--- src/rtl/fetch_pkg.sv ---
`default_nettype none
// +------------------------------------------------------------------------+
// | fetch_pkg: shared types and constants for the instruction fetch unit   |
// | Revision: 1.0                                                          |
// +------------------------------------------------------------------------+

package fetch_pkg;

    typedef enum logic [1:0] {
        RUN        = 2'd0,
        FAULT_PEND = 2'd1,
        HALT       = 2'd2
    } fetch_state_t;

    typedef struct packed {
        logic [31:0] data;
        logic [31:0] address;
        logic        fault;
    } fetch_entry_t;

    localparam int INST_BYTES = 4;

    function automatic logic [31:0] next_word(input logic [31:0] addr);
        return addr + 32'(INST_BYTES);
    endfunction

endpackage

`default_nettype wire

--- src/rtl/fetch_buffer.sv ---
`default_nettype none
// +------------------------------------------------------------------------+
// | fetch_buffer: synchronous FIFO of fetch entries with flush priority    |
// | Revision: 1.0                                                          |
// +------------------------------------------------------------------------+

module fetch_buffer
    import fetch_pkg::*;
#(
    parameter int DEPTH = 2
) (
    input  logic         clk,
    input  logic         rst_n,
    input  logic         push,
    input  fetch_entry_t push_entry,
    input  logic         pop,
    input  logic         flush,
    output fetch_entry_t head,
    output logic [2:0]   count
);

    localparam int            PW         = (DEPTH > 1) ? $clog2(DEPTH) : 1;
    localparam logic [PW-1:0] LAST_IDX   = PW'(DEPTH - 1);
    localparam logic [2:0]    FULL_COUNT = 3'(DEPTH);

    fetch_entry_t  r_mem [DEPTH];
    logic [PW-1:0] r_rd_ptr;
    logic [PW-1:0] r_wr_ptr;
    logic [2:0]    r_count;
    logic          w_pop;
    logic          w_push;

    assign w_pop  = pop & ~flush & (r_count != 3'd0);
    assign w_push = push & ~flush & ((r_count != FULL_COUNT) | w_pop);

    function automatic logic [PW-1:0] wrap_inc(input logic [PW-1:0] ptr);
        return (ptr == LAST_IDX) ? '0 : ptr + PW'(1);
    endfunction

    always_ff @(posedge clk or negedge rst_n) begin
        if (!rst_n) begin
            r_rd_ptr <= '0;
            r_wr_ptr <= '0;
            r_count  <= 3'd0;
        end else if (flush) begin
            r_rd_ptr <= '0;
            r_wr_ptr <= '0;
            r_count  <= 3'd0;
        end else begin
            if (w_push) r_wr_ptr <= wrap_inc(r_wr_ptr);
            if (w_pop)  r_rd_ptr <= wrap_inc(r_rd_ptr);
            r_count <= r_count + {2'b00, w_push} - {2'b00, w_pop};
        end
    end

    // Storage is cleared on reset so the head reads as all-zero until first push.
    always_ff @(posedge clk or negedge rst_n) begin
        if (!rst_n) begin
            for (int i = 0; i < DEPTH; i++) r_mem[i] <= '0;
        end else if (w_push) begin
            r_mem[r_wr_ptr] <= push_entry;
        end
    end

    assign head  = r_mem[r_rd_ptr];
    assign count = r_count;

endmodule

`default_nettype wire

--- src/rtl/instruction_fetch.sv ---
`default_nettype none
// +------------------------------------------------------------------------+
// | instruction_fetch: fetch address, memory request/response tracking,    |
// | instruction buffer and redirect handling. Optional misaligned-target   |
// | fault path enabled by defining IFETCH_ALIGN_CHECK_EN.                  |
// | Revision: 1.0                                                          |
// +------------------------------------------------------------------------+

module instruction_fetch
    import fetch_pkg::*;
#(
    parameter logic [31:0] RESET_ADDR = 32'h0000_0000,
    parameter int          BUF_DEPTH  = 2
) (
    input  logic        clk,
    input  logic        rst_n,
    input  logic        redirect_valid,
    input  logic [31:0] redirect_address,
    output logic        mem_req_valid,
    input  logic        mem_req_ready,
    output logic [31:0] mem_req_address,
    input  logic        mem_resp_valid,
    input  logic [31:0] mem_resp_data,
    output logic        inst_valid,
    input  logic        inst_ready,
    output logic [31:0] inst_data,
    output logic [31:0] inst_address,
    output logic        inst_fault
);

    localparam logic [3:0] CREDIT_LIMIT = 4'(BUF_DEPTH);
    localparam logic [2:0] BUF_FULL     = 3'(BUF_DEPTH);

    logic [31:0]  r_fetch_addr;
    logic [2:0]   r_outstanding;
    logic [2:0]   r_discard;
    logic [2:0]   w_buf_count;
    fetch_entry_t w_head;
    fetch_entry_t w_push_entry;
    logic [31:0]  w_target;
    logic [31:0]  w_resp_addr;
    logic [3:0]   w_used;
    logic         w_run;
    logic         w_fault_push;
    logic         w_accept;
    logic         w_resp_keep;
    logic         w_resp_drop;
    logic         w_push;
    logic         w_pop;
    logic         w_pop_credit;

`ifdef IFETCH_ALIGN_CHECK_EN
    fetch_state_t r_state;

    assign w_target     = redirect_address;
    assign w_run        = (r_state == RUN);
    assign w_fault_push = (r_state == FAULT_PEND) & ~redirect_valid &
                          (r_discard == 3'd0) & (w_buf_count < BUF_FULL);

    always_ff @(posedge clk or negedge rst_n) begin
        if (!rst_n) begin
            r_state <= RUN;
        end else if (redirect_valid) begin
            r_state <= (redirect_address[1:0] != 2'b00) ? FAULT_PEND : RUN;
        end else if (w_fault_push) begin
            r_state <= HALT;
        end
    end
`else
    assign w_target     = redirect_address & ~32'h3;
    assign w_run        = 1'b1;
    assign w_fault_push = 1'b0;
`endif

    // A consume this cycle frees its slot immediately so a steady stream runs at one per cycle.
    assign w_pop_credit  = inst_valid & inst_ready;
    assign w_used        = {1'b0, r_outstanding} + {1'b0, r_discard} + {1'b0, w_buf_count}
                         - {3'b000, w_pop_credit};
    assign mem_req_valid = rst_n & w_run & ~redirect_valid & (w_used < CREDIT_LIMIT);
    assign mem_req_address = r_fetch_addr;
    assign w_accept      = mem_req_valid & mem_req_ready;

    // Live requests are sequential from the oldest, so the response address is recoverable.
    assign w_resp_addr   = r_fetch_addr - {27'd0, r_outstanding, 2'b00};
    assign w_resp_drop   = mem_resp_valid & (r_discard != 3'd0);
    assign w_resp_keep   = mem_resp_valid & (r_discard == 3'd0) & ~redirect_valid;

    assign w_push        = w_resp_keep | w_fault_push;
    assign w_push_entry  = w_fault_push ? '{data: 32'd0, address: r_fetch_addr, fault: 1'b1}
                                        : '{data: mem_resp_data, address: w_resp_addr, fault: 1'b0};
    assign w_pop         = inst_valid & inst_ready & ~redirect_valid;

    always_ff @(posedge clk or negedge rst_n) begin
        if (!rst_n) begin
            r_fetch_addr  <= RESET_ADDR;
            r_outstanding <= 3'd0;
            r_discard     <= 3'd0;
        end else if (redirect_valid) begin
            r_fetch_addr  <= w_target;
            r_outstanding <= 3'd0;
            r_discard     <= r_outstanding + r_discard + {2'b00, w_accept}
                           - {2'b00, mem_resp_valid};
        end else begin
            if (w_accept) r_fetch_addr <= next_word(r_fetch_addr);
            r_outstanding <= r_outstanding + {2'b00, w_accept} - {2'b00, w_resp_keep};
            if (w_resp_drop) r_discard <= r_discard - 3'd1;
        end
    end

    fetch_buffer #(
        .DEPTH (BUF_DEPTH)
    ) u_buffer (
        .clk        (clk),
        .rst_n      (rst_n),
        .push       (w_push),
        .push_entry (w_push_entry),
        .pop        (w_pop),
        .flush      (redirect_valid),
        .head       (w_head),
        .count      (w_buf_count)
    );

    assign inst_valid   = (w_buf_count != 3'd0);
    assign inst_data    = w_head.data;
    assign inst_address = w_head.address;
    // Only the fault path ever writes a set fault bit, so this is constant 0 without it.
    assign inst_fault   = w_head.fault;

endmodule

`default_nettype wire

--- config.mk ---
export PLATFORM = sky130hd
export DESIGN_NAME = instruction_fetch
export DESIGN_NICKNAME = d
export VERILOG_FILES = /design/src/rtl/fetch_pkg.sv /design/src/rtl/fetch_buffer.sv /design/src/rtl/instruction_fetch.sv
export SDC_FILE = /design/constraint.sdc
export NUM_CORES = 1
export LEC_CHECK = 0
export CORE_UTILIZATION = 41
export CTS_CLUSTER_DIAMETER = 50
export DETAILED_ROUTE_END_ITERATION = 8
export PLACE_DENSITY_LB_ADDON = 0.12
export REMOVE_ABC_BUFFERS = 1
export SETUP_SLACK_MARGIN = 0.05
export SLEW_MARGIN = 0
export SYNTH_ARGS = -nofsm -noshare
export SYNTH_HDL_FRONTEND = slang
export SYNTH_HIERARCHICAL = 1
export SYNTH_SLANG_ARGS = --single-unit
--- constraint.sdc ---
create_clock -name clk -period 7.18 [get_ports clk]
set_input_delay 1.077 -clock clk [delete_from_list [all_inputs] [get_ports clk]]
set_output_delay 1.077 -clock clk [all_outputs]
set_load 0.02 [all_outputs]
After elaboration in Yosys (flattened, before gate mapping):

Index checks and enable logic that the tools add are counted.

* $add $sub $neg: 15
* magnitude comparators: 4
* equal/unequal tests: 1
* multiplexer cells: 18
* bitwise operators: 16
* reductions and logical operators: 8

Operator list (count)
* $mux 65: 4
* $bwmux 130: 1
* $demux 65 s1: 1
* $mux 32: 2
* $add 32x3->32 const B: 1
* $sub 32x5->32: 1
* $and 1x1->1: 12
* $mux 3: 4
* $add 3x1->3: 3
* $sub 3x1->3: 3
* $reduce_bool 2->1: 4
* $mux 1: 6
* $reduce_bool 3->1: 2
* $add 3x3->4: 1
* $add 4x3->4: 1
* $ge 2x2->1 const B: 2
* $lt 4x2->1 const B: 1
* $not 1->2: 2
* $sub 4x1->4: 1
* $add 3x3->3: 1
* $logic_not 3->1: 1
* $ne 3x2->1 const B: 1
* $sub 3x1->3 const B: 1
* $add 1x1->1 const B: 2
* other kinds (4): 4

* bits in registers: 173
* word-level logic and storage cells: 74

Logic depth before layout (Yosys ltp):

* depth in word-level cells: 10
* gate-level depth with buffers: 20
* gate-level depth less buffers: 18

Hierarchy:

The synthesis kept the hierarchy.

By module, submodules not included
* fetch_buffer: instances 1, cells each 374, area an instance 6024.5 um^2, seq. area each 3378.2 um^2
* instruction_fetch: instances 1, cells each 374, area an instance 3233.1 um^2, seq. area each 900.9 um^2

Worst setup path before layout:

OpenSTA, ideal clock, no wires.

* path type: in2reg
* from: input inst_ready
* to: register r_outstanding[2]
* data arrival time: 4.336 ns
* path slack: 2.712 ns
* stages: 18
* path buffers: 2
* path through: and2_1 -> ha_1 -> fa_1 -> inv_1 -> ha_1 -> inv_1 -> fa_1 -> nor4bb_1 -> nand3_1 -> buf_2 -> buf_2 -> ha_1 -> inv_1 -> ha_1 -> inv_1 -> fa_1 -> xnor2_1 -> nor2_1

* cells in the longest elaborated chain, start to end: 8

Ends and longest elaborated chain
* start: declaration: RTL line instruction_fetch.sv:25 `input logic inst_ready,`
* $and 1x1->1: RTL line instruction_fetch.sv:76 `assign w_pop_credit = inst_valid & inst_ready;`
* $sub 4x1->4: RTL line instruction_fetch.sv:78 `- {3'b000, w_pop_credit};`
* $lt 4x2->1: RTL line instruction_fetch.sv:79 `assign mem_req_valid = rst_n & w_run & ~redirect_valid & (w_used < CREDIT_LIMIT);`
* $and 1x1->1: RTL line instruction_fetch.sv:79
* $and 1x1->1: RTL line instruction_fetch.sv:81 `assign w_accept = mem_req_valid & mem_req_ready;`
* $add 3x1->3: RTL line instruction_fetch.sv:105 `r_outstanding <= r_outstanding + {2'b00, w_accept} - {2'b00, w_resp_keep};`
* $sub 3x1->3: RTL line instruction_fetch.sv:105
* $mux 3: RTL line instruction_fetch.sv:98 `end else if (redirect_valid) begin`
* end signal: assignment: RTL line instruction_fetch.sv:105
* end: declaration: RTL line instruction_fetch.sv:35 `logic [2:0] r_outstanding;`

Every way passes these cells.
A chain may end at the register's enable or synchronous reset.

Final worst setup path:

* from: input inst_ready
* to: output mem_req_valid

* cells in the longest elaborated chain, start to end: 4

Ends and longest elaborated chain
* $and 1x1->1: RTL line instruction_fetch.sv:76
* $sub 4x1->4: RTL line instruction_fetch.sv:78
* $lt 4x2->1: RTL line instruction_fetch.sv:79
* $and 1x1->1: RTL line instruction_fetch.sv:79
* end: declaration: RTL line instruction_fetch.sv:19 `output logic mem_req_valid,`

Every way passes these cells.

==> flow_metrics.env <==
export IMPL_status="complete, but fails checks"
export IMPL_violations="DRC"
export IMPL_htree_num_levels=4
export IMPL_layout_setup_ws_ns=1.866
export IMPL_synth_xor_area_share_pct=4.784
export IMPL_critPathLaunchType="input port"
export IMPL_wl_um=21850
export IMPL_ys_async_sr_fraction_pct=100.0
export IMPL_area_delta_synth_final_pct=25.79
export IMPL_antenna_found_initial=0
export IMPL_clock_sinks=171
export IMPL_clkPwrFrac_pct=23.2
export IMPL_p_per_area_nw_per_um2=336.9
export IMPL_clkTransAtPathRegs_ns=0.06
export IMPL_vias=6263
export IMPL_grt_usage_pct=19.80
export IMPL_vias_per_cell=5.259
export IMPL_core_area_um2=21960
export IMPL_diodes=0
export IMPL_grt_max_degree=73
export IMPL_postCtsSetupBuffers=0
export IMPL_crit_path_end_kind="primary output"
export IMPL_cts_tree="done"
export IMPL_crit_fanout=6
export IMPL_synth_compound_area_share_pct=3.636
export IMPL_place_ws_ns=1.874
export IMPL_dpl_cell_area_um2=11070
export IMPL_seqPwrFrac_pct=35.8
export IMPL_grt_pass1_wl_um=36360
export IMPL_worstRegToRegCells=18
export IMPL_tns_ns=0
export IMPL_synth_warnings=6
export IMPL_power_leakage_nw=5.248
export IMPL_switchingPower_mw=1.310
export IMPL_drv_slew=0
export IMPL_synthSimpleGateAreaFrac_pct=11.47
export IMPL_crit_chain="clkdlybuf4s50_1, and2_1, ha_1, fa_1, inv_1, ha_1, inv_1, fa_1, xnor3_1, nand3_1, nor2_1, clkdlybuf4s50_1"
export IMPL_drc=14
export IMPL_syn_inst=748
export IMPL_ys_ff_latch=171
export IMPL_p_sw_share_pct=33.40
export IMPL_die_y_um=152.3
export IMPL_slew_limit_headroom_pct=37.74
export IMPL_final_nets=993
export IMPL_period_needed_ns=5.314
export IMPL_final_area_um2=11640
export IMPL_cp_slowest_cell="clkdlybuf4s50_1"
export IMPL_synth_flop_cell="dfrtp_1"
export IMPL_drv_cap=0
export IMPL_wl_per_cell_um=18.35
export IMPL_die_area_um2=23180
export IMPL_p_int_mw=2.613
export IMPL_cp_arrival_ns=4.24
export IMPL_post_route_period_util_pct=74.01
export IMPL_vdd_drop_max_mv=0.1599
export IMPL_gp_congestion=0.8056
export IMPL_setup_violations_final=0
export IMPL_yosysTopAreaCell="dfrtp_1"
export IMPL_clock_fmax_mhz=188.2
export IMPL_avgSynthCellArea_um2=12.38
export IMPL_synth_edf_count=0
export IMPL_synth_common_cells="171 x dfrtp_1, 158 x mux2_2, 56 x nand2_1"
export IMPL_rows=54
export IMPL_layout_area_seq_um2=4280
export IMPL_clock_path_buffers=2
export IMPL_worst_pin_slew_ns=0.9340
export IMPL_cts_resized=0
export IMPL_synth_top_family_by_area="multiplexers"
export IMPL_synthAdderAreaFrac_pct=4.028
export IMPL_final_hold_viol_count=0
export IMPL_ctsHoldBuffers=0
export IMPL_fillCellCount=1919
export IMPL_multi_input_area_um2=4634
export IMPL_ant_nets=0
export IMPL_syn_area_um2=9258
export IMPL_synth_top_cell_area_share_pct=46.22
export IMPL_die_x_um=152.3
export IMPL_grt_setup_unrepaired="no"
export IMPL_drtIter0Drc=316
export IMPL_portBuffers=164
export IMPL_synthTopCellsByArea="dfrtp_1 46%, mux2_2 19%, mux2_4 6.3%, xor2_1 2.5%, ha_1 2.3%"
export IMPL_seq_area_frac_synth_pct=46.22
export IMPL_slowest_delay_ns=0.63
export IMPL_comb_power_share_pct=41.0
export IMPL_cts_buffers=17
export IMPL_synth_cell_type_count=61
export IMPL_grt_overflow_total=0
export IMPL_clock_skew_ns=0.01460
export IMPL_synth_most_common_cell="dfrtp_1"
export IMPL_drt_pass1_iterations=7
export IMPL_io_pins=169
export IMPL_hp_class="register to register"
export IMPL_clk_insertion_delay_late_ns=0.43
export IMPL_min_path_cells=1
export IMPL_worst_ep_required_time_ns=6.10
export IMPL_start_util_pct=42.16
export IMPL_first_global_vias=6612
export IMPL_post_dp_hpwl_um=14960
export IMPL_crit_type="input port to primary output"
export IMPL_drive_above_1_share_pct=28.32
export IMPL_synthMuxAreaShare_pct=25.76
export IMPL_root_buffer="clkbuf_16"
==> registers in the layout, indices dropped and copies added (netlist names) <==
| register | cells |
|---|---|
| mem_req_address | 30 |
| u_buffer/r_rd_ptr | 1 |
| u_buffer/r_wr_ptr | 1 |
| r_outstanding | 3 |
| u_buffer/count | 3 |
| u_buffer/r_mem | 130 |
| r_discard | 3 |
==> worst max-delay path, delay by kind of cell <==
family	cells	cell delay (ns)
buffers and inverters	4	1.16
adder cells (fa/ha/maj)	4	1.11
AND/OR/NAND/NOR	3	0.60
XOR/XNOR	1	0.30
==> cell type report <==
type                    instances  share of cell area (%)
repair buffers                172                   14.58
clock buffers                  20                   3.836
clock inverters                12                   1.117
flip-flops and latches        171                   36.76
well taps                     280                   3.008
multi-input cells             508                   39.80
inverters                      28                  0.9025
==> power by group through the flow <==
stage	registers (mW)	logic [mW]	clock network, mW
6_report	1.40	1.61	0.911
4_1_cts	1.40	1.62	0.938
3_3_place_gp	1.40	1.58	0
2_1_floorplan	1.39	1.01	0
5_1_grt	1.44	1.74	0.977
3_5_place_dp	1.42	1.61	0
==> layer usage <==
layer | GRT usage (%) | part of all wire [%]
met5 | 0 | 0
met4 | 5.394 | 1.4
met3 | 3.840 | 5.0
met2 | 32.81 | 49
met1 | 26.45 | 45
==> final timing paths <==
kind                                             to               start  slack, ns
worst max-delay path                  mem_req_valid          inst_ready       1.87
worst min-delay path             u_buffer/r_mem[98]  u_buffer/r_mem[98]       0.50
worst max register to register         r_discard[2]   u_buffer/count[1]       2.78
worst min register to register   u_buffer/r_mem[98]  u_buffer/r_mem[98]       0.50
max in group asynchronous       mem_req_address[23]               rst_n       5.31
min in group asynchronous        u_buffer/r_mem[62]               rst_n       0.57
==> cells in the final DEF (no fill, tap or decap), drive strengths merged, types with 3 or more instances in the layout <==
cell           synthesis  layout
mux2                 197     197
dfrtp                171     171
clkdlybuf4s50          0     162
nand2                 57      57
inv                   28      34
xor2                  26      26
xnor2                 22      22
nor2                  20      20
nand3                 20      20
clkbuf                15      20
o21ai                 19      19
ha                    17      17
nand4                 14      14
o311ai                12      12
or4                   11      11
nor3                  11      11
buf                   33      10
nor4                   9       9
fa                     8       8
conb                   1       8
nand2b                 5       5
nor2b                  5       5
and3                   4       4
and4                   4       4
o211ai                 4       4
nor3b                  4       4
or3                    4       4
o31ai                  3       3
and2                   3       3
clkinvlp               0       3
==> cells by family (layout without fill, tap and decap cells) <==
logic type / count (synthesis) / after routing
xor+xnor: 49 / 49
mux: 199 / 199
compound gates: 49 / 49
buf+inv: 76 / 232
other cells: 1 / 8
flops: 171 / 171
simple gates: 178 / 178
fa+ha+maj: 25 / 25
==> metrics by stage <==
| step | hold WS [ns] | utilization, % | total power [mW] | instances |
|---|---|---|---|---|
| 6_report | 0.5018 | 53.03 | 3.923 | 1191 |
| 3_3_place_gp | 0.4829 | 50.40 | 2.983 | 1159 |
| 4_1_cts | 0.5054 | 53.03 | 3.967 | 1191 |
| 2_1_floorplan | 0.4751 | - | 2.394 | 707 |
| 3_5_place_dp | 0.4901 | 50.40 | 3.033 | 1159 |
| 5_1_grt | 0.5128 | 53.03 | 4.155 | 1191 |
No activity file was read; power rests on OpenSTA's default activity.
